**src/rtl/uart_rx_ctrl.sv**
```systemverilog
// rtl/uart_rx_ctrl.sv - 8N1 UART receiver feeding a single-port FIFO RAM.
// Owns FIFO pointers/occupancy and arbitrates the RAM port between push and pop.
module uart_rx_ctrl #(
  parameter int ADDR_WIDTH   = 9,
  parameter int DATA_WIDTH   = 8,
  parameter int CLKS_PER_BIT = 104
) (
  input  logic                  clk,
  input  logic                  rst,
  input  logic                  rx,
  input  logic                  pop,
  output logic                  pop_ready,
  output logic [DATA_WIDTH-1:0] out_data,
  output logic                  out_valid,
  output logic [ADDR_WIDTH-1:0] mem_addr,
  output logic [DATA_WIDTH-1:0] mem_wd,
  output logic                  mem_wen,
  input  logic [DATA_WIDTH-1:0] mem_rd,
  output logic [ADDR_WIDTH:0]   count,
  output logic                  empty,
  output logic                  full,
  output logic                  frame_err,
  output logic                  overrun
);

  localparam int CW = $clog2(CLKS_PER_BIT);
  localparam logic [CW-1:0] BIT_LAST  = CW'(CLKS_PER_BIT - 1);
  localparam logic [CW-1:0] HALF_LAST = CW'(CLKS_PER_BIT / 2 - 1);
  localparam logic [ADDR_WIDTH:0] DEPTH = {1'b1, {ADDR_WIDTH{1'b0}}};

  typedef enum logic [1:0] {IDLE, START, DATA, STOP} state_t;

  state_t                state;
  logic                  rx_meta;
  logic                  rxs;
  logic [CW-1:0]         cnt;
  logic [2:0]            idx;
  logic [DATA_WIDTH-1:0] shreg;
  logic                  pending;
  logic [ADDR_WIDTH-1:0] wptr;
  logic [ADDR_WIDTH-1:0] rptr;
  logic [DATA_WIDTH-1:0] held;
  logic                  wslot;
  logic                  drop;
  logic                  accept;

  assign empty     = (count == '0);
  assign full      = (count == DEPTH);
  assign wslot     = pending & ~full;
  assign drop      = pending & full;
  assign pop_ready = ~empty & ~wslot;
  assign accept    = pop & pop_ready;
  assign mem_wen   = wslot;
  assign mem_addr  = wslot ? wptr : rptr;
  assign mem_wd    = wslot ? shreg : '0;
  assign overrun   = drop;
  // RAM read data lands the cycle after acceptance; held keeps it visible afterwards.
  assign out_data  = out_valid ? mem_rd : held;

  always_ff @(posedge clk or posedge rst) begin
    if (rst) begin
      rx_meta <= 1'b1;
      rxs     <= 1'b1;
    end else begin
      rx_meta <= rx;
      rxs     <= rx_meta;
    end
  end

  always_ff @(posedge clk or posedge rst) begin
    if (rst) begin
      state     <= IDLE;
      cnt       <= '0;
      idx       <= '0;
      shreg     <= '0;
      pending   <= 1'b0;
      frame_err <= 1'b0;
    end else begin
      frame_err <= 1'b0;
      if (wslot || drop) pending <= 1'b0;
      case (state)
        IDLE: begin
          if (!rxs) begin
            state <= START;
            cnt   <= '0;
          end
        end
        START: begin
          if (cnt == HALF_LAST) begin
            cnt <= '0;
            idx <= '0;
            state <= rxs ? IDLE : DATA;
          end else begin
            cnt <= cnt + 1'b1;
          end
        end
        DATA: begin
          if (cnt == BIT_LAST) begin
            cnt   <= '0;
            shreg <= {rxs, shreg[DATA_WIDTH-1:1]};
            if (idx == 3'(DATA_WIDTH - 1)) state <= STOP;
            else                           idx   <= idx + 1'b1;
          end else begin
            cnt <= cnt + 1'b1;
          end
        end
        STOP: begin
          if (cnt == BIT_LAST) begin
            cnt   <= '0;
            state <= IDLE;
            if (rxs) pending   <= 1'b1;
            else     frame_err <= 1'b1;
          end else begin
            cnt <= cnt + 1'b1;
          end
        end
        default: state <= IDLE;
      endcase
    end
  end

  always_ff @(posedge clk or posedge rst) begin
    if (rst) begin
      wptr      <= '0;
      rptr      <= '0;
      count     <= '0;
      out_valid <= 1'b0;
      held      <= '0;
    end else begin
      out_valid <= accept;
      if (out_valid) held <= mem_rd;
      if (wslot) begin
        wptr  <= wptr + 1'b1;
        count <= count + 1'b1;
      end else if (accept) begin
        rptr  <= rptr + 1'b1;
        count <= count - 1'b1;
      end
    end
  end

endmodule

```
**config.mk**
```make
export PLATFORM = sky130hd
export DESIGN_NAME = uart_rx_ctrl
export DESIGN_NICKNAME = d
export VERILOG_FILES = /design/src/rtl/uart_rx_ctrl.sv
export SDC_FILE = /design/constraint.sdc
export NUM_CORES = 1
export LEC_CHECK = 0
export ABC_AREA = 1
export BUFFER_PORTS_ARGS = -buffer_cell sky130_fd_sc_hd__buf_4
export CAP_MARGIN = 30
export CORE_UTILIZATION = 57
export DETAILED_ROUTE_END_ITERATION = 6
export HOLD_SLACK_MARGIN = 0.03
export PLACE_DENSITY = 0.79
export SLEW_MARGIN = 15
export SYNTH_ARGS = -nofsm -noshare
export SYNTH_HDL_FRONTEND = slang
export SYNTH_SLANG_ARGS = --single-unit
```
**constraint.sdc**
```tcl
create_clock -name clk -period 2.68 [get_ports clk]
set_input_delay 0 -clock clk [delete_from_list [all_inputs] [get_ports clk]]
set_output_delay 0 -clock clk [all_outputs]
set_load 0.02 [all_outputs]
```
==> impl_metrics.json <==
{
  "synth.area.top_cells": "dfrtp_1, nand2_1, inv_1, ha_1, o21ai_0",
  "outcome": "finished, final reports clean",
  "cts.reportedPaths.clkPinSlew_ns": 0.07,
  "grt_pass1_vias": 2866,
  "setup_viol": 0,
  "initial_utilization_pct": 60.4,
  "period_needed_ns": 2.37,
  "synth_top_area_share_pct": 43.6,
  "drtIter0Drc": 153,
  "power_density_nw_per_um2": 450,
  "relSlewSlack_pct": 63.5,
  "synth_cell_type_count": 31,
  "synth_area_um2": 3390,
  "cp-start-kind": "flip-flop",
  "grt_first_pass_wirelength_um": 12400,
  "leakage_nw": 2.24,
  "critical-path-max-stage-delay_ns": 0.47,
  "async_reset_ff_share_pct": 100,
  "ctsRootBufferMaster": "clkbuf_8",
  "dp_hpwl_um": 5100,
  "crit_path_end_kind": "flip-flop",
  "cts_buffer_depth": 2,
  "layout-drive-gt1-share_pct": 18.5,
  "finalSetupTns_ns": 0,
  "hp-class": "input pin to asynchronous set/reset pin",
  "worstPathArrival_ns": 2.59,
  "nets": 524,
  "use_met2_pct": 42.9,
  "gp_congestion": 0.848,
  "crit_type": "flip-flop to flip-flop",
  "synthCells": 425,
  "io_pins": 54,
  "cts_setup_buffers": 0,
  "path_common_cell": "nand2_1",
  "crit_chain": "nor2_1 > nand2_1 > nor2_1 > nand2_1 > nand2_2 > inv_1 > fa_1 > o21ai_1 > nand3_1 > nand3_1 > nand2_1 > nand2_1 > o21ai_1",
  "slew_viol_final": 0,
  "synth_edf_count": 0,
  "die_x_um": 79.1,
  "die_y_um": 79.1,
  "drc_errors": 0,
  "routed_wirelength_um": 7140,
  "slowest_stage": "fa_1",
  "filler_cell_count": 409,
  "worstPathMaxFanout": 4,
  "yosys.area.top_type": "dfrtp_1",
  "std_cell_rows": 27,
  "finalClockSkew_ns": 0.00912,
  "final_area_um2": 4220,
  "track_usage_pct": 25.9,
  "hold_viol_final": 0,
  "syn_to_final_growth_pct": 24.5,
  "fin_crit_sh_pct": 88.4,
  "synth-main-ff-cell": "dfrtp_1",
  "vias": 2925,
  "grt-busiest-layer": "met2",
  "rsz0062_at_grt": "false",
  "cap_violations": 0,
  "fmax_mhz": 422,
  "clkSinkCount": 61,
  "io_buffers": 53,
  "htreeDepth": 3,
  "cts_tree": "done",
  "die_area_um2": 6250,
  "viasPerCell": 5.10,
  "core_area_um2": 5610,
  "grtUsageMet1_pct": 32.9,
  "diodes": 0,
  "worst_pin_slew_ns": 0.546,
  "cp.required_ns": 2.90,
  "wire_per_inst_um": 12.4,
  "yosysWarnings": 0,
  "yosys_register_bits": 61,
  "dpl_cell_area_um2": 3880,
  "synth_area_per_cell_um2": 7.97,
  "grt_antenna_before_repair": 0,
  "clock_latency_ns": 0.34,
  "grt_max_degree": 37,
  "grt_use_met3_pct": 4.71,
  "ys_seq_area_share_pct": 45.1,
  "ant_nets": 0,
  "syn-num-nets": 451,
  "cts_buffers": 9,
  "vdd_drop_max_mv": 0.412,
  "dr.pass1.iters": 4,
  "grt_overflow_total": 0
}
-- timing repair --
item	CTS	global route
hold buffers	11	0
hold endpoints to repair	57	0
resized for setup	0	3
endpoints found under the setup margin	0	3
-- cells in the mapped netlist (6+ instances only) --
library cell and number:
mux2_2 8, nand3_1 18, xor2_1 17, ha_1 13
nor2_1 34, a21oi_1 6, nand2_1 123, o21ai_1 7
o21ai_0 31, nor3_1 8, dfrtp_1 59, inv_1 63
nand4_1 6
-- worst paths after layout --
kind,from,endpoint,slack (ns),cells after the start
max,count[2],count[8],0.31,13
min reg2reg,rx_meta,rxs,0.36,0
max in group asynchronous,rst,rptr[8],1.81,5
min in group clk,rx,rx_meta,0.31,2
min,rst,frame_err,0.18,3
max reg2reg,count[2],count[8],0.31,13
-- flip-flops by register name, indices dropped and copies added (netlist names), 3 cells and up, named ones only --
signal / count
cnt: 7
count: 10
held: 8
idx: 3
rptr: 9
shreg: 8
wptr: 9
-- routing by layer --
layer | vias to the layer above | part of all wire [%]
met5 | - | 0
met4 | 0 | 1.8
met3 | 13 | 4.8
met2 | 80 | 48
met1 | 1346 | 45
li1 | 1486 | -
-- cell families after synthesis --
logic type | count (synthesis) | synth area share, %
adders and majority gates | 14 | 5.39
muxes | 8 | 2.66
and+or+nand+nor | 196 | 24.2
buffers and inverters | 73 | 8.79
AOI/OAI and AO/OA | 53 | 8.61
xor gates and xnor gates | 20 | 5.17
DFF | 61 | 45.1
-- final cells by class --
class                           instances  area [µm²]  share of cell area (%)
Clock inverter                          3        68.8                    1.63
Clock buffer                           12         155                    3.68
Sequential cell                        61        1530                    36.3
Timing Repair Buffer                   70         569                    13.5
Tap cell                               72        90.1                    2.14
Multi-Input combinational cell        291        1560                    37.0
Inverter                               65         244                    5.79
-- through the flow --
stage               utilization, %  cells  power [mW]  worst slack [ns]  hold WS [ns]
floorplan                        -    425       0.956             0.186       0.00448
global placement              68.8    547       0.975             0.351         0.108
detailed placement            69.2    548       0.981             0.292       -0.0259
CTS                           75.1    574        1.91             0.218         0.156
global route                  75.2    574        1.96            0.0622         0.185
finish                        75.2    574        1.90             0.311         0.176
-- report_power, final --
| part | leakage [nW] | internal (mW) | switching [mW] |
|---|---|---|---|
| clock | 0.113 | 0.571 | 0.351 |
| sequential | 0.805 | 0.923 | 0.00111 |
| combinational | 1.32 | 0.0258 | 0.0248 |
-- cell usage in the layout (no fill, tap or decap), drive strengths merged --
cell type	count
nand2	126
inv	65
dfrtp	59
buf	59
o21ai	39
nor2	34
nand3	20
xor2	17
ha	13
clkbuf	12
dlygate4sd3	11
nor3	9
mux2	8
nand4	6
a21oi	6
o22ai	4
xnor2	3
a21o	2
bufinv	2
dfstp	2
nand3b	1
o31ai	1
o21bai	1
fa	1
clkinv	1
-- critical path: cells and delay by family, from the launching register on --
kind            cells  cell delay, ns
fa+ha+maj           1            0.47
compound gates      2            0.36
simple gates        9            0.93
flops               1            0.42
buf+inv             1            0.07
Power figures use the tool's default switching activity.
